<file path="src/rtl/one_to_two_eight_demux_buf_if.sv">
// Stream and status bundle for the buffered 1-to-2 byte demultiplexer.
// The design sits on the slave modport; its driver sits on the master modport.
interface one_to_two_eight_demux_buf_if #(
  parameter int CNT_W = 8
);
  logic             mode;
  logic [7:0]       in_data;
  logic             in_sel;
  logic             in_valid;
  logic             in_ready;
  logic [7:0]       out0_data;
  logic             out0_valid;
  logic             out0_ready;
  logic [7:0]       out1_data;
  logic             out1_valid;
  logic             out1_ready;
  logic [CNT_W-1:0] cnt0;
  logic [CNT_W-1:0] cnt1;

  modport slave (
    input  mode, in_data, in_sel, in_valid, out0_ready, out1_ready,
    output in_ready, out0_data, out0_valid, out1_data, out1_valid, cnt0, cnt1
  );

  modport master (
    output mode, in_data, in_sel, in_valid, out0_ready, out1_ready,
    input  in_ready, out0_data, out0_valid, out1_data, out1_valid, cnt0, cnt1
  );
endinterface

</file>
<file path="src/rtl/one_to_two_eight_demux_buf.sv">
// Buffered 1-to-2 byte demultiplexer: one valid/ready input stream steered by select
// or round-robin into two independent first-word-fall-through FIFOs.
module one_to_two_eight_demux_buf #(
  parameter int DEPTH = 4,
  parameter int CNT_W = 8
) (
  input  logic                        clk,
  input  logic                        reset_n,
  one_to_two_eight_demux_buf_if.slave bus
);
  localparam int               AW       = $clog2(DEPTH);
  localparam int               PTR_W    = AW + 1;
  localparam logic [PTR_W-1:0] PTR_ZERO = {PTR_W{1'b0}};
  localparam logic [PTR_W-1:0] PTR_ONE  = PTR_W'(1);
  localparam logic [PTR_W-1:0] FULL_OCC = PTR_W'(DEPTH);
  localparam logic [CNT_W-1:0] CNT_ZERO = {CNT_W{1'b0}};
  localparam logic [CNT_W-1:0] CNT_ONE  = CNT_W'(1);

  logic [7:0]       mem_r  [2][DEPTH];
  logic [PTR_W-1:0] wptr_r [2];
  logic [PTR_W-1:0] rptr_r [2];
  logic [CNT_W-1:0] cnt_r  [2];
  logic             rr_r;

  logic [PTR_W-1:0] occ_s      [2];
  logic             full_s     [2];
  logic             valid_s    [2];
  logic             rd_ready_s [2];
  logic             push_s     [2];
  logic             pop_s      [2];
  logic             eff_sel_s;
  logic             in_ready_s;
  logic             accept_s;

  // Per-channel occupancy and status, derived only from registered pointers.
  always_comb begin
    for (int c = 0; c < 2; c++) begin
      occ_s[c]   = wptr_r[c] - rptr_r[c];
      full_s[c]  = (occ_s[c] == FULL_OCC);
      valid_s[c] = (occ_s[c] != PTR_ZERO);
    end
  end

  // Channel selection, input handshake and push/pop strobes.
  always_comb begin
    rd_ready_s[0] = bus.out0_ready;
    rd_ready_s[1] = bus.out1_ready;
    if (bus.mode) begin
      eff_sel_s = rr_r;
    end else begin
      eff_sel_s = bus.in_sel;
    end
    // No bypass: a full channel refuses a beat even when it pops this cycle.
    in_ready_s = ~full_s[eff_sel_s];
    accept_s   = bus.in_valid & in_ready_s;
    for (int c = 0; c < 2; c++) begin
      push_s[c] = accept_s & (eff_sel_s == 1'(c));
      pop_s[c]  = valid_s[c] & rd_ready_s[c];
    end
  end

  // FIFO pointers and accepted-beat counters; reset discards all buffered data.
  always_ff @(posedge clk or negedge reset_n) begin
    if (!reset_n) begin
      for (int c = 0; c < 2; c++) begin
        wptr_r[c] <= PTR_ZERO;
        rptr_r[c] <= PTR_ZERO;
        cnt_r[c]  <= CNT_ZERO;
      end
    end else begin
      for (int c = 0; c < 2; c++) begin
        if (push_s[c]) begin
          wptr_r[c] <= wptr_r[c] + PTR_ONE;
          cnt_r[c]  <= cnt_r[c] + CNT_ONE;
        end
        if (pop_s[c]) begin
          rptr_r[c] <= rptr_r[c] + PTR_ONE;
        end
      end
    end
  end

  // Round-robin toggle; holds across mode=0 periods so alternation resumes.
  always_ff @(posedge clk or negedge reset_n) begin
    if (!reset_n) begin
      rr_r <= 1'b0;
    end else if (accept_s && bus.mode) begin
      rr_r <= ~rr_r;
    end
  end

  // FIFO storage; contents are only meaningful between the pointers.
  always_ff @(posedge clk) begin
    for (int c = 0; c < 2; c++) begin
      if (push_s[c]) begin
        mem_r[c][wptr_r[c][AW-1:0]] <= bus.in_data;
      end
    end
  end

  assign bus.in_ready   = in_ready_s;
  assign bus.out0_valid = valid_s[0];
  assign bus.out1_valid = valid_s[1];
  assign bus.out0_data  = mem_r[0][rptr_r[0][AW-1:0]];
  assign bus.out1_data  = mem_r[1][rptr_r[1][AW-1:0]];
  assign bus.cnt0       = cnt_r[0];
  assign bus.cnt1       = cnt_r[1];
endmodule

</file>
<file path="src/flat_wrapper.sv">
// flat-port wrapper written by rule: the top's interface ports become plain ports
module one_to_two_eight_demux_buf_flat 
#(
  parameter int DEPTH = 4,
  parameter int CNT_W = 8
)
  (clk, reset_n, bus_mode, bus_in_data, bus_in_sel, bus_in_valid, bus_out0_ready, bus_out1_ready, bus_in_ready, bus_out0_data, bus_out0_valid, bus_out1_data, bus_out1_valid, bus_cnt0, bus_cnt1);
  one_to_two_eight_demux_buf_if #(.CNT_W(CNT_W)) bus_i ();
  input  logic clk;
  input  logic reset_n;
  input wire logic [$bits(bus_i.mode)-1:0] bus_mode;
  input wire logic [$bits(bus_i.in_data)-1:0] bus_in_data;
  input wire logic [$bits(bus_i.in_sel)-1:0] bus_in_sel;
  input wire logic [$bits(bus_i.in_valid)-1:0] bus_in_valid;
  input wire logic [$bits(bus_i.out0_ready)-1:0] bus_out0_ready;
  input wire logic [$bits(bus_i.out1_ready)-1:0] bus_out1_ready;
  output wire logic [$bits(bus_i.in_ready)-1:0] bus_in_ready;
  output wire logic [$bits(bus_i.out0_data)-1:0] bus_out0_data;
  output wire logic [$bits(bus_i.out0_valid)-1:0] bus_out0_valid;
  output wire logic [$bits(bus_i.out1_data)-1:0] bus_out1_data;
  output wire logic [$bits(bus_i.out1_valid)-1:0] bus_out1_valid;
  output wire logic [$bits(bus_i.cnt0)-1:0] bus_cnt0;
  output wire logic [$bits(bus_i.cnt1)-1:0] bus_cnt1;
  assign bus_i.mode = bus_mode;
  assign bus_i.in_data = bus_in_data;
  assign bus_i.in_sel = bus_in_sel;
  assign bus_i.in_valid = bus_in_valid;
  assign bus_i.out0_ready = bus_out0_ready;
  assign bus_i.out1_ready = bus_out1_ready;
  assign bus_in_ready = bus_i.in_ready;
  assign bus_out0_data = bus_i.out0_data;
  assign bus_out0_valid = bus_i.out0_valid;
  assign bus_out1_data = bus_i.out1_data;
  assign bus_out1_valid = bus_i.out1_valid;
  assign bus_cnt0 = bus_i.cnt0;
  assign bus_cnt1 = bus_i.cnt1;
  one_to_two_eight_demux_buf #(.DEPTH(DEPTH), .CNT_W(CNT_W)) u_core (.clk(clk), .reset_n(reset_n), .bus(bus_i));
endmodule
</file>
<file path="config.mk">
export PLATFORM = sky130hd
export DESIGN_NAME = one_to_two_eight_demux_buf_flat
export DESIGN_NICKNAME = d
export VERILOG_FILES = /design/src/rtl/one_to_two_eight_demux_buf_if.sv /design/src/rtl/one_to_two_eight_demux_buf.sv /design/src/flat_wrapper.sv
export SDC_FILE = /design/constraint.sdc
export NUM_CORES = 1
export LEC_CHECK = 0
export ABC_AREA = 1
export BUFFER_PORTS_ARGS = -buffer_cell sky130_fd_sc_hd__buf_4
export CAP_MARGIN = 20
export CORE_MARGIN = 4
export CORE_UTILIZATION = 35
export CTS_CLUSTER_SIZE = 10
export DETAILED_ROUTE_END_ITERATION = 7
export PLACE_DENSITY = 0.52
export SLEW_MARGIN = 0
export SYNTH_ARGS = -nofsm -noshare
export SYNTH_HDL_FRONTEND = slang
export SYNTH_SLANG_ARGS = --single-unit
</file>
<file path="constraint.sdc">
create_clock -name clk -period 3.08 [get_ports clk]
set_clock_uncertainty 0.15 [all_clocks]
set_input_delay 0.308 -clock clk [delete_from_list [all_inputs] [get_ports clk]]
set_output_delay 0.308 -clock clk [all_outputs]
set_load 0.1 [all_outputs]
</file>
==> qor.yml <==
first_pass_iters: 4
rows: 40
cp_max_fo: 4
clock-root-buffer: "clkbuf_16"
wl_um: 8640
period_minus_slack_ns: 2.75
start_kind: "register"
finalMaxSlewViolations: 0
via_per_inst: 4.60
nets: 479
path_class: "reg -> out"
initial_core_util_pct: 36.0
ys_seq_area_share_pct: 60.9
drc_errors: 0
drive_above_1_share_pct: 24.7
seqCellArea_sq_um: 2650
cpPeakStageDelay_ns: 0.49
cts_setup_buffers: 0
worst_path_max_delay_cell: "fa_1"
clk_pin_slew_ns: 0.07
track_usage_pct: 13.2
clkSinkCount: 93
grt_pass1_vias: 2974
yosys_warnings: 0
synth_seq_cells: 93
hold_viol: 0
portBuffers: 49
cap_viol_max_count: 0
vias: 2857
grt_setup_unrepaired: "false"
syn_avg_cell_area_sq_um: 11.3
yosysTopAreaCellShare_pct: 44.2
slew_headroom_pct: 65.4
worst-path-buf-inv: 3
hold_class: "in -> reg"
fin_area_sq_um: 5290
hpwl_um: 5970
wl_per_cell_um: 13.9
ant_nets: 0
critical_path_required_ns: 2.62
gp_congestion: 0.730
grt_pass1_wl_um: 14800
htree_num_levels: 3
period_share_pct: 89.4
worst_path_most_repeated_cell: "inv_1"
diodes: 0
synth_cells: 386
area_growth_pct: 21.6
overflow: 0
multi_input_area_sq_um: 1470
post_cts_resized: 0
io_pins: 50
yosys-top-cells-area: "edfxtp_1 44%, dfrtp_1 17%, nand2_1 4.8%"
yosysTopAreaCell: "edfxtp_1"
syn-num-nets: 417
synth_area_sq_um: 4350
drtIter0Drc: 149
die_h_um: 119
path_delay_family: "adder cells"
cts_buffer_depth: 2
final.setup.tns_ns: 0
core_area_sq_um: 12100
synth.distinct_cells: 29
outcome: "complete, no violations"
tightest_slew_ns: 0.519
max_freq_ghz: 0.363
setup_violations: 0
cp.arrival_ns: 2.29
die_area_sq_um: 14300
chipWidth_um: 119
post_dp_cell_area_sq_um: 4930
crit_path_cell_trace: "inv_1 > ha_1 > fa_1 > nand2_1 > nor2_1 > nand3_2 > nand2_4 > inv_1 > buf_4"
endpoint_kind: "primary output"
grt_max_degree: 30
fillerInstances: 1134
antenna_found_initial: 0
cts_tree: "done"
clock_latency_ns: 0.34
cts-buffers-inserted: 9
holdBufCountCts: 1
==> final timing paths <==
kind | start | to | slack, ns | cells after the start
setup / recovery | u_core.wptr_r[3] | bus_in_ready | 0.33 | 9
hold / removal | bus_out1_ready | u_core.rptr_r[1] | 0.06 | 3
setup reg to reg | u_core.wptr_r[3] | u_core.mem_r[0][7] | 0.59 | 9
max in group asynchronous | reset_n | u_core.wptr_r[2] | 2.20 | 2
hold reg to reg | u_core.rr_r | u_core.rr_r | 0.37 | 2
min in group asynchronous | reset_n | u_core.bus.cnt0[0] | 0.28 | 2
==> flip-flops by register name (all words and copies together), names as in the netlist <==
signal / flops
u_core.rptr_r: 6
u_core.wptr_r: 6
u_core.bus.cnt0: 8
u_core.mem_r: 64
u_core.bus.cnt1: 8
u_core.rr_r: 1
==> routing by layer <==
metal	vias to the layer above	share of wire, %	global-route usage [%]	routed length, um
li1	1427	-	-	-
met1	1346	46	17.0	3950
met2	70	48	21.9	4130
met3	14	4.6	2.80	401
met4	0	1.8	4.65	152
met5	-	0	0	0
==> layout make-up <==
class / instances / area share, %
clock buffers: 10 / 4.33
clock inverters: 6 / 2.20
inverters: 41 / 2.91
multi-input cells: 242 / 27.8
flip-flops and latches: 93 / 50.1
well taps: 168 / 3.97
repair buffers: 61 / 8.71
==> cells in the final DEF (no fill, tap or decap), drive strengths merged <==
master / n
inv: 44
o21ai: 42
bufinv: 3
nor3: 3
nand3: 24
xor2: 11
o22ai: 16
dfrtp: 29
nand4: 3
dlygate4sd3: 1
nand2: 70
nand3b: 1
edfxtp: 64
buf: 60
fa: 2
xnor2: 8
ha: 14
a21oi: 1
nor2: 47
clkbuf: 10
==> worst min-delay path, delay by kind of cell <==
kind          cells  cell delay [ns]
simple gates      2             0.12
buf+inv           1             0.08
==> kinds of logic after synthesis <==
logic type | after synthesis | share of synthesized area (%)
AO/OA/AOI/OAI | 59 | 8.03
XOR/XNOR | 19 | 3.83
buffers and inverters | 51 | 5.27
flip-flops | 93 | 60.9
adder cells (fa/ha/maj) | 16 | 4.95
AND/OR/NAND/NOR | 148 | 17.0
==> synth_stat cells (all sizes together) <==
cell    number
a21oi        1
nand4        3
nand2       70
nor3         3
dfrtp       29
o22ai       16
buf          7
nor2        47
ha          14
xnor2        8
xor2        11
inv         41
nand3b       1
o21ai       42
nand3       24
edfxtp      64
clkbuf       3
fa           2
==> stage by stage <==
| step | hold WS (ns) | util [%] | instances | setup WS (ns) |
|---|---|---|---|---|
| floorplan | -0.138 | - | 386 | 0.155 |
| global placement | 0.118 | 40.9 | 604 | 0.648 |
| detailed placement | 0.122 | 40.9 | 604 | 0.576 |
| CTS | 0.0463 | 43.8 | 621 | 0.296 |
| global route | 0.0587 | 43.8 | 621 | 0.202 |
| finish | 0.0582 | 43.8 | 621 | 0.327 |
Power is left out: the tool's default activity adds up to more than one toggle a clock period on the data nets, which glitch-free logic cannot reach.
